`config.mk`:
```
export PLATFORM = sky130hd
export DESIGN_NAME = vram_arbiter
export DESIGN_NICKNAME = d
export VERILOG_FILES = /design/src/rtl/vram_arbiter.sv
export SDC_FILE = /design/constraint.sdc
export NUM_CORES = 1
export LEC_CHECK = 0
export ABC_AREA = 1
export BUFFER_PORTS_ARGS = -buffer_cell sky130_fd_sc_hd__buf_2
export CAP_MARGIN = 20
export CORE_ASPECT_RATIO = 1.75
export CORE_MARGIN = 2
export CORE_UTILIZATION = 36
export CTS_CLUSTER_DIAMETER = 40
export DETAILED_ROUTE_END_ITERATION = 8
export GPL_ROUTABILITY_DRIVEN = 0
export PLACE_DENSITY_LB_ADDON = 0.12
export SYNTH_ARGS = -nofsm -noshare
export SYNTH_HDL_FRONTEND = slang
export SYNTH_SLANG_ARGS = --single-unit
```
`constraint.sdc`:
```
create_clock -name clock -period 2.65 [get_ports clock]
set_clock_uncertainty 0.05 [all_clocks]
set_input_delay 0.6625 -clock clock [delete_from_list [all_inputs] [get_ports clock]]
set_output_delay 0.6625 -clock clock [all_outputs]
set_load 0.02 [all_outputs]
```
`src/rtl/vram_arbiter.sv`:
```
// Single-port video/font memory arbiter: scan-out has absolute priority, the CPU
// port gets the free slots through a posted-write buffer and an IDLE/RD/ACK FSM.
module vram_arbiter #(
  parameter int AW         = 13,
  parameter int DW         = 8,
  parameter int WB_DEPTH   = 2,
  parameter int STARVE_MAX = 16
) (
  input  logic                      clock,
  input  logic                      reset,
  // scan-out port
  input  logic                      v_req,
  input  logic [AW-1:0]             v_address,
  output logic [DW-1:0]             v_data,
  // CPU port
  input  logic                      c_req,
  input  logic                      c_we,
  input  logic [AW-1:0]             c_address,
  input  logic [DW-1:0]             c_wdata,
  output logic                      c_ack,
  output logic [DW-1:0]             c_rdata,
  // memory port
  output logic [AW-1:0]             m_address,
  output logic [DW-1:0]             m_wdata,
  output logic                      m_we,
  input  logic [DW-1:0]             m_data,
  // status and debug
  output logic                      overrun,
  output logic [1:0]                dbg_state,
  output logic [$clog2(WB_DEPTH):0] dbg_wb_count
);

  localparam int PW = $clog2(WB_DEPTH);
  localparam int CW = PW + 1;
  localparam int SW = $clog2(STARVE_MAX + 1);

  typedef enum logic [1:0] {
    IDLE = 2'd0,
    RD   = 2'd1,
    ACK  = 2'd2
  } state_t;

  state_t        state, state_next;

  logic [AW-1:0] wb_addr [WB_DEPTH];
  logic [DW-1:0] wb_data [WB_DEPTH];
  logic [PW-1:0] head, tail;
  logic [CW-1:0] count;

  logic          wb_empty, wb_full;
  logic          push, pop, rd_accept, accept, starve_inc;
  logic [SW-1:0] starve_cnt, starve_next;

  // CPU handshake: c_req is held with stable command fields until the single-cycle
  // c_ack pulse; a request is taken only in IDLE, so c_req during ACK never re-issues.
  assign wb_empty  = (count == '0);
  assign wb_full   = (count == CW'(WB_DEPTH));
  assign push      = (state == IDLE) && c_req && c_we && !wb_full;
  assign rd_accept = (state == IDLE) && c_req && !c_we && wb_empty && !v_req;
  assign pop       = !v_req && !wb_empty;
  assign accept    = push || rd_accept;
  assign starve_inc = (state == IDLE) && c_req && !accept && v_req;

  assign v_data       = m_data;
  assign c_ack        = (state == ACK);
  assign dbg_state    = state;
  assign dbg_wb_count = count;

  // Slot owner: video, then buffer drain, then a CPU read; idle slots park on video.
  always_comb begin
    m_address = v_address;
    m_wdata   = '0;
    m_we      = 1'b0;
    if (!v_req) begin
      if (!wb_empty) begin
        m_address = wb_addr[head];
        m_wdata   = wb_data[head];
        m_we      = 1'b1;
      end else if (rd_accept) begin
        m_address = c_address;
      end
    end
  end

  always_comb begin
    state_next = state;
    case (state)
      IDLE: begin
        if (push)           state_next = ACK;
        else if (rd_accept) state_next = RD;
      end
      RD:      state_next = ACK;
      ACK:     state_next = IDLE;
      default: state_next = IDLE;
    endcase
  end

  always_comb begin
    starve_next = starve_cnt;
    if (accept || !c_req)
      starve_next = '0;
    else if (starve_inc && (starve_cnt != SW'(STARVE_MAX)))
      starve_next = starve_cnt + 1'b1;
  end

  always_ff @(posedge clock) begin
    if (reset) begin
      state      <= IDLE;
      head       <= '0;
      tail       <= '0;
      count      <= '0;
      c_rdata    <= '0;
      starve_cnt <= '0;
      overrun    <= 1'b0;
    end else begin
      state <= state_next;
      if (push) tail <= tail + 1'b1;
      if (pop)  head <= head + 1'b1;
      case ({push, pop})
        2'b10:   count <= count + 1'b1;
        2'b01:   count <= count - 1'b1;
        default: count <= count;
      endcase
      // In RD, m_data holds the word addressed on the acceptance cycle.
      if (state == RD) c_rdata <= m_data;
      starve_cnt <= starve_next;
      if (starve_next == SW'(STARVE_MAX)) overrun <= 1'b1;
    end
  end

  always_ff @(posedge clock) begin
    if (push) begin
      wb_addr[tail] <= c_address;
      wb_data[tail] <= c_wdata;
    end
  end

endmodule

```
---- Word-level counts from Yosys, hierarchy flattened ----
Memory sizes are Yosys's and may differ from the RTL's. A register that Yosys moved wholly into a read port is not among the register bits.
Index checks and enable logic that the tools add are counted.
storage, ports and cells
  memories ................................ 2
  flip-flop bits (word level) ............. 20
  memory bits (writable) .................. 42
  logic and storage cells ................. 62
  output and inout bits ................... 44
  input port bits ......................... 47
cells by class
  equality and inequality tests ........... 8
  reduce and logical (&&, ||, !) cells .... 21
  muxes and demuxes ....................... 19
  add/subtract/negate cells ............... 5
memory list
  name     depth  bits a word  rd ports  clocked after memory_dff  write ports  line  text
  wb_addr  2      13           1         1                         1            45    logic [AW-1:0] wb_addr [WB_DEPTH];
  wb_data  2      8            1         1                         1            46    logic [DW-1:0] wb_data [WB_DEPTH];
operators with widths
  kind                 count
  $mux 13              3
  $mux 8               2
  $logic_and 1x1->1    10
  $mux 5               2
  $mux 1               8
  $pmux 2 s2           2
  $eq 2x2->1 const B   3
  $logic_not 1->1      6
  $add 5x1->5 const B  1
  $eq 5x5->1 const B   1
  $ne 5x5->1 const B   1
  $eq 2x1->1 const B   2
  $logic_not 2->1      2
  $mux 2               2
  $ne 3x3->1 const B   1
  $add 1x1->1 const B  2
  $add 2x1->2 const B  1
  $logic_or 1x1->1     2
  $reduce_bool 2->1    1
  $sub 2x1->2 const B  1

---- Logic depth before layout (Yosys ltp) ----
Gate-level depths: netlist of the first run.
  word-level depth ........................ 13
  gate-level depth with buffers ........... 12
  gate-level depth less buffers ........... 12

---- Least setup slack after synthesis of the first run ----
No wires, ideal clock.
  path kind ............................... input to register
  start point ............................. input c_req
  end point ............................... memory wb_addr[1][0] (enable)
  stages .................................. 4
  arrival time ............................ 1.891 ns
  setup slack ............................. 0.309 ns
  path buffers ............................ 0
  required time ........................... 2.200 ns
  setup time .............................. 0.400 ns
  path through ............................ inv_2 > nor2_8 > nand2_2 > nor2_1
between the ends
  word-level cells in the longest chain between the ends .. 5
ends and longest elaborated chain
  item                            line  text
  start, declared                 16    input logic c_req,
  $logic_and 1x1->1 (3 in a row)  58    assign push = (state == IDLE) && c_req && c_we && !wb_full;
  $mux 1                          132   if (push) begin
  $mux 1 (implied by the code)    133   wb_addr[tail] <= c_address;
  end, declared                   45
Every way passes these cells.

---- Worst setup path after layout of the first run ----
  start point ............................. input c_we
  end point ............................... output m_address[2]
between the ends
  word-level cells in the longest chain between the ends .. 7
ends and longest elaborated chain
  item                            line  text
  start, declared                 17    input logic c_we,
  $logic_not 1->1                 59    assign rd_accept = (state == IDLE) && c_req && !c_we && wb_empty && !v_req;
  $logic_and 1x1->1 (3 in a row)  59
  $mux 13                         79    end else if (rd_accept) begin
  $mux 13                         75    if (!wb_empty) begin
  $mux 13                         74    if (!v_req) begin
  end, declared                   23    output logic [AW-1:0] m_address,
Every way passes these cells.

==> reports/qor.txt, run 1 <==
status: complete, no violations
Final Slew Violations: 0
Cell Chain, Critical Path: buf_2, or2_1, nor2_2, nand2_2, inv_1, buf_12, nand2_1, o221ai_1, buf_2
quantity of I/O buffers inserted on ports: 90
Comb pwr share: 0.184
first-pass GRT wire length: 10000 um
Pwr Total: 0.00276 W
sequential power share: 0.406
fin crit share: 0.980
Max Freq: 0.385 GHz
antenna violations before repair: 0
switching share of power: 0.264
initial core utilization: 0.373
Final TNS setup: 0 ns
Sink Count: 63
CP max FO: 11
Nets: 438
layout cell share with drive strength beyond 1: 0.341
asr flop ratio synth: 0
WL final: 6350 um
Final setup viols: 0
CP Data Arrival Time: 1.88 ns
grt ovf: 0
LEAKAGE: 1.68 nW
worst skew pair latency: 0.32 ns
Syn Inst Count: 291
First-pass DRT Iterations: 4
total track usage: 0.152
total net switching power: 0.000727 W
WL per Instance: 13.2 um
maximum VDD drop: 0.440 mV
area grow syn2layout: 30.7%
EDFF count, synth: 42
ys flop type: edfxtp_1
H-tree Lvls: 3
WP data required: 1.94 ns
largest cells by area after synthesis: edfxtp_1 44%, dfxtp_1 15%, nand2_1 10%
min Tclk post-route: 2.60 ns
DIE WIDTH: 71.2 um
post-synth top area share: 0.443
core area: 7620 sq um
Detailed Place HPWL: 4570 um
Critical path buffers and inverters: 4
detailed-route via count: 2291
Yosys top cell by area: edfxtp_1
total CTS buffers: 9
Setup Buffers After CTS: 0
Clock Root Buffer: clkbuf_16
most used cell, CP: buf_2
RSZ-0062 raised after global routing: no
Fillers: 739
vias in the first global route: 2153
Worst path max stage delay: 0.26 ns
post-synth net total: 341
Hold Path Class: register to register
synthesized flop and latch total: 63
Worst path slowest cell: or2_1
CP Launch Type: input pin
largest net degree at the start of global routing: 22
die area: 8660 sq um
Cell variety after synth: 31
Clock transition at path regs: 0.05 ns
synthesized area: 2850 sq um
Worst setup EP type: primary output
Seq/Total Area, Yosys: 0.591
Die Ht: 122 um
max_cap viols: 0
routed vias/inst: 4.75
ANT nets after route: 0
synth warn: 0
boundary pin count: 91
Initial DRC Count: 112
std cell rows: 42
# DRC: 0
clock buffer depth: 2
worst slew pin tran: 0.430 ns
Slew HR: 0.714
Pwr Density: 742 nW/um^2
Mean Syn Cell Area: 9.78 sq um
Pint: 0.00203 W
CP top delay family: buffers and inverters
CTS tree: done
crit path kind: input pin to primary output
final hold viol count: 0
Clk network pwr share: 0.411
final timing paths:
path / start / to / slack [ns] / cells after the start
setup / recovery: c_we / m_address[2] / 0.05 / 9
hold / removal: c_rdata[4]$_SDFFE_PP0P_ / c_rdata[4]$_SDFFE_PP0P_ / 0.41 / 2
setup reg to reg: dbg_wb_count[0]$_SDFFE_PP0P_ / dbg_wb_count[1]$_SDFFE_PP0P_ / 0.64 / 11
hold reg to reg: c_rdata[4]$_SDFFE_PP0P_ / c_rdata[4]$_SDFFE_PP0P_ / 0.41 / 2
routing by layer:
metal | GRT usage | up-vias | share of wire
met5 | 0 | - | 0
met4 | 0.0767 | 0 | 0.032
met3 | 0.0480 | 15 | 0.057
met2 | 0.266 | 76 | 0.52
met1 | 0.163 | 1044 | 0.39
li1 | - | 1156 | -
cell families after synthesis:
logic type,after synthesis,synth area share
fa+ha+maj,3,0.0132
xor+xnor,1,0.00308
flops,63,0.591
compound gates,34,0.0783
simple gates,123,0.190
buf+inv,56,0.0857
mux,11,0.0387
power groups by stage:
stage	Combinational [W]	Clock (W)	Sequential [W]
after floorplan	0.000315	0	0.00115
after global placement	0.000508	0	0.00114
after detailed placement	0.000511	0	0.00114
after CTS	0.000513	0.00116	0.00112
after global routing	0.000559	0.00120	0.00112
final	0.000506	0.00113	0.00112
Yosys cell counts, types with 2 or more instances:
library cell	instances
nand2_1	76
o221ai_1	11
o22ai_1	2
nor3_1	4
edfxtp_1	42
clkbuf_1	3
inv_1	34
nand3_1	11
clkinv_1	3
ha_1	3
mux2i_1	11
a21oi_1	15
dfxtp_1	21
buf_2	3
buf_4	8
nor2_1	19
inv_2	4
o21ai_0	2
nor2_2	3
o21bai_1	2
nand2_2	4
area by class of cell:
type / instances / area (sq um) / area share
flip-flops and latches: 63 / 1680 / 0.452
multi-input cells: 172 / 925 / 0.249
repair buffers: 101 / 548 / 0.147
clock buffers: 13 / 250 / 0.0673
inverters: 41 / 158 / 0.0424
well taps: 88 / 110 / 0.0296
clock inverters: 3 / 42.5 / 0.0114
diodes: 1 / 2.50 / 0.000673
through the flow:
step | worst slack (ns) | cell area, sq um | hold slack (ns) | util | std cells
after floorplan | 0.309 | 2850 | 0.412 | - | 291
final | 0.0528 | 3720 | 0.407 | 0.488 | 482
after CTS | 0.0283 | 3710 | 0.411 | 0.487 | 481
after detailed placement | 0.0925 | 3420 | 0.403 | 0.448 | 465
after global routing | 0.00392 | 3710 | 0.429 | 0.488 | 481
after global placement | 0.119 | 3420 | 0.396 | 0.448 | 465
worst min-delay path, stage by stage (launching register included):
cell     delay, ns
dfxtp_1       0.30
nand2_1       0.06
a21oi_1       0.05
flip-flops by register name (all words and copies together) (netlist names), named ones only:
signal and count:
dbg_wb_count 2, dbg_state 2, wb_data 16, head 1
wb_addr 26, overrun 1, starve_cnt 5, tail 1
c_rdata 8
layout by cell type, fill, tap and decap left out, drive strengths merged:
| cell type | n |
|---|---|
| buf | 101 |
| nand2 | 81 |
| edfxtp | 42 |
| inv | 38 |
| nor2 | 24 |
| dfxtp | 21 |
| a21oi | 16 |
| clkbuf | 13 |
| nand3 | 12 |
| mux2i | 11 |
| o221ai | 11 |
| nor3 | 4 |
| ha | 3 |
| clkinv | 3 |
| o21ai | 3 |
| clkinvlp | 2 |
| o22ai | 2 |
| o21bai | 2 |
| or2 | 2 |
| diode | 1 |
| xor2 | 1 |
| bufinv | 1 |
what timing repair did:
| item | 4_1_cts | 5_1_grt |
|---|---|---|
| hold buffers | 0 | 0 |
| resized for setup | 0 | 2 |
| endpoints found under the setup margin | 0 | 10 |
Note: power is estimated with default switching activity, not from simulation.
==> inputs of run 2 (changes only) <==
- CORE_UTILIZATION: 36 -> 50
- GPL_TIMING_DRIVEN: not set -> 0
==> run 2 against run 1 <==
Effect of this change: die area is 27% lower; cell count is 1.2% lower; setup slack improved by 0.030 ns; critical path depth stayed put; critical path type unchanged; largest cell class unchanged.
==> reports/qor.txt, run 2 (synthesis gave the netlist of run 1 again) <==
status: complete, no violations
vias in the first global route: 2280
Initial DRC Count: 42
max reg flops: 26
H-tree Lvls: 3
commonest non-fill, non-tap cell in the layout: buf_2
Worst setup EP type: primary output
total track usage: 0.213
quantity of I/O buffers inserted on ports: 90
largest net degree at the start of global routing: 17
Fillers: 480
WP data required: 1.94 ns
layout cell share with drive strength beyond 1: 0.355
Slew HR: 0.622
n_diodes: 0
first-pass GRT wire length: 9880 um
fin crit share: 0.969
# DRC: 0
std cell rows: 36
initial core utilization: 0.514
worst slew pin tran: 0.568 ns
min Tclk post-route: 2.57 ns
grt ovf: 0
CP Launch Type: input pin
worst skew pair latency: 0.34 ns
biggest regs: wb_addr (26), wb_data (16), c_rdata (8)
M2 GR Usage: 0.394
Clock Root Buffer: clkbuf_8
final hold viol count: 0
most frequent cells in the layout: 90 x buf_2, 75 x nand2_1, 42 x edfxtp_1
Pwr Density: 657 nW/um^2
GR Layer Usage met3: 0.0749
Nets: 445
RSZ-0062 raised after global routing: no
max_cap viols: 0
DIE WIDTH: 61.0 um
die area: 6330 sq um
LEAKAGE: 1.66 nW
area grow syn2layout: 28.8%
CP max FO: 10
Worst Setup Slack, final: 0.0832 ns
total CTS buffers: 9
boundary pin count: 91
WL per Instance: 13.3 um
Final setup viols: 0
CP Data Arrival Time: 1.85 ns
Final Slew Violations: 0
core area: 5540 sq um
WL final: 6330 um
maximum VDD drop: 0.433 mV
Most flops, register: wb_addr
antenna violations before repair: 0
Die Ht: 104 um
pre-CTS setup slack: -0.176 ns
GR peak layer: met2
crit path kind: input pin to primary output
Placed Area: 3440 sq um
Sink Count: 63
Clock transition at path regs: 0.06 ns
First-pass DRT Iterations: 5
grt met1 use: 0.197
Multi-input gate area: 941 sq um
sequential cell area: 1680 sq um
detailed-route via count: 2295
ANT nets after route: 0
CTS tree: done
Hold Path Class: register to register
Detailed Place HPWL: 4670 um
final instance area: 3660 sq um
clock buffer depth: 2
Max Freq: 0.390 GHz
routed vias/inst: 4.82
## run 2: changes by cell type in the layout (fill, tap and decap cells not counted), moves of 2 or more
| cell | previous run | this run |
|---|---|---|
| inv_1 | 34 | 32 |
| clkinv_1 | 2 | 4 |
| clkbuf_16 | 9 | 0 |
| clkinv_2 | 1 | 3 |
| clkbuf_8 | 1 | 9 |
## run 2: report_power, final
group	switching [W]	total, W	internal (W)
sequential	0.0000212	0.00112	0.00110
combinational	0.000331	0.000520	0.000189
clock	0.000344	0.000770	0.000426
total	0.000696	0.00241	0.00171
## run 2: stage by stage
step	util	cells	hold slack [ns]	setup TNS, ns	total power [W]
final	0.661	476	0.417	0	0.00241
after detailed placement	0.621	459	0.405	-1.68	0.00165
after CTS	0.656	475	0.417	0	0.00242
after floorplan	-	291	0.412	0	0.00146
after global placement	0.612	457	0.396	-14.10	0.00163
after global routing	0.661	476	0.437	0	0.00252
## run 2: worst paths after layout
| check | start | endpoint | slack, ns | cells after the start |
|---|---|---|---|---|
| setup / recovery | v_req | m_address[3] | 0.08 | 9 |
| hold reg to reg | c_rdata[6]$_SDFFE_PP0P_ | c_rdata[6]$_SDFFE_PP0P_ | 0.42 | 2 |
| hold / removal | c_rdata[6]$_SDFFE_PP0P_ | c_rdata[6]$_SDFFE_PP0P_ | 0.42 | 2 |
| setup reg to reg | dbg_wb_count[0]$_SDFFE_PP0P_ | dbg_wb_count[1]$_SDFFE_PP0P_ | 0.65 | 10 |
## run 2: cell type report
class | count | share of cell area
clock buffers | 11 | 0.0359
multi-input cells | 172 | 0.257
plain buffers | 15 | 0.0273
clock inverters | 5 | 0.0133
flip-flops and latches | 63 | 0.459
repair buffers | 93 | 0.138
well taps | 76 | 0.0260
inverters | 41 | 0.0437
## run 2: per-layer routing
layer	share of wire	vias to the layer above
met3	0.046	10
met4	0.017	0
met1	0.37	1066
met2	0.57	58
li1	-	1161
met5	0	-
## run 2: worst max-delay path: stages
cell      delay, ns
buf_2          0.15
or2_4          0.26
nor2_2         0.10
nand2_2        0.10
inv_4          0.09
buf_6          0.14
nand3_1        0.07
o221ai_1       0.09
buf_2          0.21
## run 2: timing repair
action / CTS / global route
pin swaps: 0 / 0
resized for setup: 6 / 8
endpoints found under the setup margin: 12 / 20
hold buffers: 0 / 0
cloned: 0 / 0
buffers inserted: 0 / 1
==> inputs of run 3 (changes only) <==
- ABC_AREA: 1 -> 0
- CORE_UTILIZATION: 50 -> 40
==> run 3 against run 2 <==
Effect of this change: total power up 28%; largest power group unchanged; core utilization is 11 points lower; clock power is 34% higher.
==> reports/qor.txt, run 3 <==
ANT nets after route: 0
largest net degree at the start of global routing: 13
routed vias/inst: 4.86
reg2reg start: dbg_state[0]$_SDFFE_PP0P_
die area: 7450 sq um
cell with the most instances after synthesis: edfxtp_1
Hold Path Class: register to register
fin crit share: 0.961
Pwr Density: 853 nW/um^2
Most flops, register: wb_addr
Worst path slowest cell: dfxtp_2
Reg2Reg Setup Slack: 0.61 ns
WL final: 6000 um
Multi-input gate area: 918 sq um
LEAKAGE: 1.48 nW
First-pass DRT Iterations: 4
Fillers: 599
total track usage: 0.163
crit path kind: register to primary output
CP Data Arrival Time: 1.84 ns
detailed-route via count: 2050
synthesized area: 2700 sq um
status: complete, no violations
Die Ht: 113 um
std cell rows: 39
sequential cell area: 1690 sq um
first-pass GRT wire length: 8970 um
synth warn: 0
antenna violations before repair: 0
most frequent cells in the layout: 91 x buf_2, 42 x edfxtp_1, 22 x nor2_1
asr flop ratio synth: 0
hold path depth: 2
Final TNS setup: 0 ns
Cell variety after synth: 31
quantity of I/O buffers inserted on ports: 89
Slew HR: 0.604
min Tclk post-route: 2.55 ns
Mean Syn Cell Area: 11.7 sq um
R2R depth: 5
post-synth net total: 280
Pwr Total: 0.00309 W
worst slew pin tran: 0.593 ns
Initial DRC Count: 49
Hold Crit Start: c_rdata[6]$_SDFFE_PP0P_
initial core utilization: 0.413
max_cap viols: 0
final instance area: 3620 sq um
max reg flops: 26
Syn Inst Count: 230
Worst Setup Slack, final: 0.102 ns
DIE WIDTH: 66.1 um
boundary pin count: 91
synthesized flop and latch total: 63
maximum VDD drop: 0.433 mV
Worst setup EP type: primary output
worst skew pair latency: 0.32 ns
# DRC: 0
commonest cells in the netlist: 42 x edfxtp_1, 26 x nor2_1, 22 x nand2_1
Detailed Place HPWL: 4320 um
vias in the first global route: 1979
WP data required: 1.94 ns
CP Launch Type: register
Hold Crit Endpoint: c_rdata[6]$_SDFFE_PP0P_
Sink Count: 63
Critical path buffers and inverters: 2
pre-CTS setup slack: -0.272 ns
RR Endpoint: wb_data[1][7]$_DFFE_PP_
biggest regs: wb_addr (26), wb_data (16), c_rdata (8)
Placed Area: 3280 sq um
n_diodes: 0
post-synth top area share: 0.467
cts hold-fix bufs: 0
commonest non-fill, non-tap cell in the layout: buf_2
clock buffer depth: 2
layout cell share with drive strength beyond 1: 0.388
Final Slew Violations: 0
core area: 6540 sq um
CTS tree: done
total CTS buffers: 9
final hold viol count: 0
Yosys top cell by area: edfxtp_1
Nets: 385
Clock transition at path regs: 0.05 ns
largest cells by area after synthesis: edfxtp_1 47%, dfxtp_1 16%, mux2i_1 7.8%
Clock Root Buffer: clkbuf_16
CP top delay family: compound AO/OA/AOI/OAI gates
Worst path max stage delay: 0.35 ns
Max Freq: 0.393 GHz
EDFF count, synth: 42
Cell Chain, Critical Path: nor2_2, nand2_2, o31a_1, clkbuf_8, a22oi_1, o21ai_1, buf_2
CP max FO: 10
area grow syn2layout: 33.9%
H-tree Lvls: 3
Final setup viols: 0
grt ovf: 0
ys flop type: edfxtp_1
Seq/Total Area, Yosys: 0.623
WL per Instance: 14.2 um
[run 3: area by class of cell]
type	instances	area share
Inverter	4	0.00415
Tap cell	82	0.0284
Sequential cell	63	0.466
Multi-Input combinational cell	143	0.254
Clock buffer	11	0.0671
Timing Repair Buffer	94	0.138
Buffer	20	0.0360
Clock inverter	5	0.00692
[run 3: worst max path at each step]
stage	endpoint	from	slack, ns	cells past startpoint
final	m_address[9]	dbg_state[0]$_SDFFE_PP0P_	0.10	7
after global routing	m_address[9]	dbg_state[0]$_SDFFE_PP0P_	-0.004	7
after CTS	m_address[11]	v_req	0.003	6
after detailed placement	m_address[9]	c_req	-0.27	7
after global placement	wb_data[1][2]$_DFFE_PP_	c_we	-0.35	3
after floorplan	m_address[10]	c_req	0.26	5
[run 3: repair_timing]
item / 4_1_cts / 5_1_grt
resized for setup: 10 / 8
setup buffers: 1 / 2
endpoints found under the setup margin: 21 / 19
pin swaps: 1 / 3
[run 3: per-layer routing]
metal  share of wire  vias up  global-route usage
met5               0        -                   0
met4           0.018        0              0.0844
met3           0.063        7              0.0467
met1            0.39      945               0.179
met2            0.53       70               0.279
li1                -     1028                   -
[run 3: logic make-up (layout without fill, tap and decap cells)]
logic type | after synthesis | count (layout) | synth area share
simple gates | 68 | 68 | 0.120
buf+inv | 24 | 134 | 0.0454
compound gates | 43 | 43 | 0.0945
xor+xnor | 8 | 8 | 0.0259
fa+ha+maj | 3 | 3 | 0.0139
mux | 21 | 21 | 0.0778
flops | 63 | 63 | 0.623
[run 3: worst register-to-register path, stage by stage (launching register included)]
cell and delay [ns]:
dfxtp_2 0.35, nor2_2 0.14, buf_4 0.13, nand4_1 0.27
nor2_2 0.57, buf_8 0.24
[run 3: power by group]
part	leakage, nW	switching (W)	internal [W]	total [W]
Sequential	0.556	0.0000405	0.00113	0.00117
Combinational	0.785	0.000532	0.000353	0.000885
Clock	0.139	0.000381	0.000648	0.00103
Total	1.48	0.000954	0.00213	0.00309
[run 3: through the flow]
step,hold WS [ns],utilization,cells
CTS,0.400,0.549,420
finish,0.398,0.553,422
global placement,0.389,0.497,401
floorplan,0.431,-,230
detailed placement,0.393,0.502,403
global route,0.415,0.553,422
